--- config.mk ---
export PLATFORM = sky130hd
export DESIGN_NAME = clk_div_final_core_flat
export DESIGN_NICKNAME = d
export VERILOG_FILES = /design/src/rtl/clk_div_final_core_if.sv /design/src/rtl/clk_div_final_core.sv /design/src/flat_wrapper.sv
export SDC_FILE = /design/constraint.sdc
export NUM_CORES = 1
export LEC_CHECK = 0
export ABC_AREA = 1
export BUFFER_PORTS_ARGS = -buffer_cell sky130_fd_sc_hd__buf_2
export CORE_MARGIN = 8
export CORE_UTILIZATION = 40
export CTS_BUF_LIST = sky130_fd_sc_hd__clkbuf_4 sky130_fd_sc_hd__clkbuf_8
export CTS_CLUSTER_DIAMETER = 40
export DETAILED_ROUTE_END_ITERATION = 6
export PLACE_DENSITY = 0.57
export SLEW_MARGIN = 30
export SYNTH_ARGS = -nofsm -noshare
export SYNTH_HDL_FRONTEND = slang
export SYNTH_SLANG_ARGS = --single-unit
--- constraint.sdc ---
create_clock -name clk_i -period 12.1 [get_ports clk_i]
set_clock_uncertainty 0.05 [all_clocks]
set_input_delay 1.21 -clock clk_i [delete_from_list [all_inputs] [get_ports clk_i]]
set_output_delay 1.21 -clock clk_i [all_outputs]
set_load 0.01 [all_outputs]
--- src/rtl/clk_div_final_core_if.sv ---
// ---------------------------------------------------------------------------
// clk_div_final_core_if
// Groups the divider's control inputs and its two generated clocks so the
// core and its driver share one bundle.
//   clk_en     : divider enable (0 = hold idle, 1 = run)
//   mode       : speed select (0 = standard quarter, 1 = fast quarter)
//   clk_o_div  : divided clock at 4x the SCL rate, 50% duty
//   SCL        : I2C bus clock, 50% duty, idles high
// The master modport drives the controls; the slave modport is the divider.
// ---------------------------------------------------------------------------
interface clk_div_final_core_if;
  logic clk_en;
  logic mode;
  logic clk_o_div;
  logic SCL;

  modport master (
    output clk_en,
    output mode,
    input  clk_o_div,
    input  SCL
  );

  modport slave (
    input  clk_en,
    input  mode,
    output clk_o_div,
    output SCL
  );
endinterface

--- src/rtl/clk_div_final_core.sv ---
// ---------------------------------------------------------------------------
// clk_div_final_core
// I2C clock generator. A single counter runs over one SCL period of 4*Q
// clk_i cycles, where Q is QTR_STD or QTR_FAST depending on the latched
// mode. SCL is low for the first half of the period and high for the
// second; clk_o_div runs at four times the SCL rate. Both outputs come
// straight from flops.
// Ports:
//   clk_i  : system clock, rising edge
//   rst_n  : asynchronous reset, active HIGH despite its name
//   bus    : slave side of clk_div_final_core_if (clk_en, mode in;
//            clk_o_div, SCL out)
// Parameters:
//   QTR_STD  : clk_o_div period in clk_i cycles for mode 0 (even, >= 2)
//   QTR_FAST : clk_o_div period in clk_i cycles for mode 1 (even, >= 2)
//   CNT_W    : counter width, must hold 4*max(QTR_STD, QTR_FAST)-1
// ---------------------------------------------------------------------------
module clk_div_final_core #(
  parameter int QTR_STD  = 124,
  parameter int QTR_FAST = 30,
  parameter int CNT_W    = 16
) (
  input  logic                 clk_i,
  input  logic                 rst_n,
  clk_div_final_core_if.slave  bus
);

  localparam logic [CNT_W-1:0] QStd  = CNT_W'(QTR_STD);
  localparam logic [CNT_W-1:0] QFast = CNT_W'(QTR_FAST);

  logic [CNT_W-1:0] cnt_q, cnt_d;
  logic             mode_q, mode_d;
  logic             scl_q, scl_d;
  logic             div_q, div_d;

  logic [CNT_W-1:0] qtr, halfQtr, twoQtr, threeQtr, lastCnt;
  logic [CNT_W-1:0] phase;

  // Period geometry for the currently latched mode. Q is even so halving
  // by a shift is exact.
  always_comb begin
    qtr      = mode_q ? QFast : QStd;
    halfQtr  = qtr >> 1;
    twoQtr   = qtr << 1;
    threeQtr = twoQtr + qtr;
    lastCnt  = (qtr << 2) - CNT_W'(1);
  end

  // Next-state logic. Disabled is the idle state (SCL high, clk_o_div low,
  // counter parked at zero) and beats a simultaneous wrap. Mode is only
  // picked up while idle or on the wrap edge so a running SCL phase is
  // never cut short. The position inside the current quarter is found by
  // subtracting whole quarters rather than with a divider.
  always_comb begin
    cnt_d  = '0;
    mode_d = bus.mode;
    scl_d  = 1'b1;
    div_d  = 1'b0;
    phase  = '0;
    if (bus.clk_en) begin
      cnt_d = (cnt_q == lastCnt) ? '0 : cnt_q + CNT_W'(1);
      if (cnt_d >= threeQtr)
        phase = cnt_d - threeQtr;
      else if (cnt_d >= twoQtr)
        phase = cnt_d - twoQtr;
      else if (cnt_d >= qtr)
        phase = cnt_d - qtr;
      else
        phase = cnt_d;
      scl_d  = (cnt_d >= twoQtr);
      div_d  = (phase >= halfQtr);
      mode_d = (cnt_d == '0) ? bus.mode : mode_q;
    end
  end

  // State register. Reset forces the bus-idle levels at once, without
  // waiting for a clock edge.
  always_ff @(posedge clk_i or posedge rst_n) begin
    if (rst_n) begin
      cnt_q  <= '0;
      mode_q <= 1'b0;
      scl_q  <= 1'b1;
      div_q  <= 1'b0;
    end else begin
      cnt_q  <= cnt_d;
      mode_q <= mode_d;
      scl_q  <= scl_d;
      div_q  <= div_d;
    end
  end

  assign bus.SCL       = scl_q;
  assign bus.clk_o_div = div_q;

endmodule

--- src/flat_wrapper.sv ---
// flat-port wrapper written by rule: the top's interface ports become plain ports
module clk_div_final_core_flat 
#(
  parameter int QTR_STD  = 124,
  parameter int QTR_FAST = 30,
  parameter int CNT_W    = 16
)
  (clk_i, rst_n, bus_clk_en, bus_mode, bus_clk_o_div, bus_SCL);
  clk_div_final_core_if bus_i ();
  input  logic clk_i;
  input  logic rst_n;
  input wire logic [$bits(bus_i.clk_en)-1:0] bus_clk_en;
  input wire logic [$bits(bus_i.mode)-1:0] bus_mode;
  output wire logic [$bits(bus_i.clk_o_div)-1:0] bus_clk_o_div;
  output wire logic [$bits(bus_i.SCL)-1:0] bus_SCL;
  assign bus_i.clk_en = bus_clk_en;
  assign bus_i.mode = bus_mode;
  assign bus_clk_o_div = bus_i.clk_o_div;
  assign bus_SCL = bus_i.SCL;
  clk_div_final_core #(.QTR_STD(QTR_STD), .QTR_FAST(QTR_FAST), .CNT_W(CNT_W)) u_core (.clk_i(clk_i), .rst_n(rst_n), .bus(bus_i));
endmodule
==> flow_metrics.tcl <==
set metrics [dict create \
    tns_ns 0 \
    nets 559 \
    drt_iter0_markers 345 \
    antenna_found_initial 0 \
    p_total_uw 151.6 \
    rsz0062_at_grt "false" \
    postLayoutCellArea_um2 3191 \
    drv_cap 0 \
    grt_usage_pct 19.67 \
    mostFrequentLayoutCell "nand2_1" \
    crit_required_ns 12.18 \
    vias 3420 \
    syn_nets 557 \
    numCtsBuffers 3 \
    clock_latency_ns 0.25 \
    synth-edff-count 0 \
    grt_overflow_total 0 \
    period_needed_ns 5.323 \
    ant_nets 0 \
    clk_pin_slew_ns 0.07 \
    gp_congestion 0.9393 \
    pwr-share-seq_pct 45.3 \
    via_per_inst 5.352 \
    wl_per_cell_um 15.43 \
    die_h_um 103.3 \
    regArea_um2 476.7 \
    hold_path_class "register to register" \
    async_flop_share_pct 100.0 \
    grt_max_degree 20 \
    grt_pass1_vias 3284 \
    grt_pass1_wl_mm 16.36 \
    crit_fanout 17 \
    yosysWarnings 0 \
    cts_tree "done" \
    yosysSeqAreaShare_pct 15.65 \
    power.leakage_uw 0.001834 \
    drv_slew 0 \
    p_comb_share_pct 26.1 \
    htreeDepth 1 \
    dieArea_um2 10660 \
    worstSetupPathType "register to register" \
    cts_max_path_buffers 2 \
    drc_errors 0 \
    dr.pass1.iters 5 \
    syn_area_per_cell_um2 5.682 \
    peakVddDrop_mv 0.02353 \
    syn_to_final_growth_pct 4.766 \
    swShare_pct 33.84 \
    antenna-diode-count 0 \
    io_buffers 5 \
    hold-worst-slack_ns 0.6668 \
    die_x_um 103.3 \
    end_kind "register" \
    finalSetupViolations 0 \
    multi_input_area_um2 2237 \
    synthCells 536 \
    final_cell_mix "nand2_1, nor2_1, inv_1" \
    fp-row-count 32 \
    ys_ff_latch 19 \
    initial_utilization_pct 40.24 \
    finalHoldViolCount 0 \
    drt-total-wl_mm 9.862 \
    clock-sinks 19 \
    drive_above_1_share_pct 9.683 \
    fmax_ghz 0.1879 \
    cts_hold_buf 0 \
    fillers 849 \
    fp.coreArea_um2 7567 \
    worst-slew-pin-transition_ns 0.7898 \
    timing.final.crit_share_pct 43.99 \
    syn_area_um2 3045 \
    synthFlopType "dfrtp_1" \
    critPathLaunchType "register" \
    p_sw_uw 51.31 \
    p_int_uw 100.3 \
    status "finished, final reports clean" \
    max_slew_margin_pct 47.35 \
    worstPathArrival_ns 5.40 \
    postCtsSetupRepairBufs 0 \
    post_dp_cell_area_um2 3144 \
    io_pins 6 \
    cts_resized 0 \
    post-route-util_pct 42.16 \
    synth_cell_types 37 \
    clockRootBuffer "clkbuf_8" \
    powerDensity_nw_per_um2 47.51 \
    place_hpwl_mm 8.066 \
    clkPwrFrac_pct 28.6 \
]
==> worst paths after layout <==
kind / startpoint / end / slack (ns) / cells after the start
min in group asynchronous: rst_n / u_core.cnt_q[0] / 1.02 / 2
worst max-delay path: u_core.mode_q / u_core.bus.clk_o_div / 6.78 / 25
worst min register to register: u_core.cnt_q[11] / u_core.cnt_q[11] / 0.67 / 3
worst min-delay path: u_core.cnt_q[11] / u_core.cnt_q[11] / 0.67 / 3
worst max register to register: u_core.mode_q / u_core.bus.clk_o_div / 6.78 / 25
max in group asynchronous: rst_n / u_core.cnt_q[15] / 10.53 / 2
==> worst max-delay path, stage by stage, from the launching register on <==
cell      delay (ns)
dfrtp_1         0.86
inv_2           0.19
nor2_1          0.14
nand3_1         0.07
nand2_1         0.11
nand3_2         0.29
nand2_2         0.38
inv_2           0.12
ha_1            0.37
a21oi_1         0.35
nand2_1         0.16
inv_1           0.12
nand3_2         0.10
nor2_4          0.33
nand2_1         0.16
o221ai_1        0.19
o21ai_1         0.11
xor2_1          0.16
ha_1            0.18
a21oi_1         0.14
a21boi_1        0.19
nand3_1         0.08
nor2_1          0.10
nand3_1         0.08
nor2_1          0.12
nor2_1          0.05
==> Yosys cell counts (2+ instances only) <==
library cell | number | area (µm²)
nand3_2 | 6 | 60.06
clkinv_1 | 2 | 7.510
nor2_4 | 6 | 67.56
buf_4 | 2 | 15.01
nor2_1 | 76 | 285.3
a21oi_1 | 17 | 85.08
nand2_4 | 4 | 45.04
clkbuf_1 | 3 | 11.26
o21ai_1 | 4 | 20.02
nand2_2 | 9 | 56.30
inv_1 | 64 | 240.2
nand3_1 | 60 | 300.3
inv_2 | 8 | 30.03
o211ai_1 | 3 | 22.52
ha_1 | 16 | 200.2
nor2_2 | 6 | 37.54
nand4_1 | 19 | 118.9
nand2_1 | 173 | 649.4
dfrtp_1 | 18 | 450.4
nand3b_1 | 4 | 30.03
o21ai_0 | 7 | 35.03
buf_6 | 2 | 22.52
nor3_1 | 2 | 10.01
xor2_1 | 10 | 87.58
o21bai_1 | 3 | 22.52
==> stage by stage <==
stage / instances / worst slack (ns)
3_3_place_gp: 635 / 7.069
2_1_floorplan: 536 / 7.915
3_5_place_dp: 635 / 6.948
5_1_grt: 639 / 6.343
6_report: 639 / 6.778
4_1_cts: 639 / 6.904
==> cell type report <==
class / instances / area share, %
well taps: 102 / 4.000
flip-flops and latches: 19 / 14.94
repair buffers: 5 / 0.7843
clock inverters: 1 / 0.1569
multi-input cells: 435 / 70.12
inverters: 74 / 8.706
clock buffers: 3 / 1.294
==> per-layer routing <==
layer | up-vias | share of wire (%) | global-route usage (%)
li1 | 1709 | - | -
met1 | 1566 | 45 | 24.49
met2 | 117 | 46 | 33.95
met3 | 28 | 4.7 | 1.205
met4 | 0 | 4.0 | 9.121
met5 | - | 0 | 0
==> cell families (layout without fill, tap and decap cells) <==
| group | after synthesis | count (layout) | synth area share (%) |
|---|---|---|---|
| flops | 19 | 19 | 15.65 |
| simple gates | 368 | 368 | 55.59 |
| compound gates | 39 | 39 | 7.477 |
| buf+inv | 82 | 83 | 10.89 |
| xor+xnor | 11 | 11 | 3.163 |
| fa+ha+maj | 17 | 17 | 7.231 |
==> flip-flops by register name, summed over array words and instances, names as in the netlist <==
name / count
u_core.bus.SCL: 1
u_core.bus.clk_o_div: 1
u_core.cnt_q: 16
u_core.mode_q: 1
==> power groups by stage <==
stage	registers, µW	clock network, µW	logic, µW
after floorplan	68.7	0	28.4
after global routing	68.9	49.5	44.3
final	68.7	43.4	39.6
after global placement	69.6	0	39.2
after detailed placement	69.8	0	39.0
after CTS	68.6	44.6	39.2
Power figures use the tool's default switching activity.
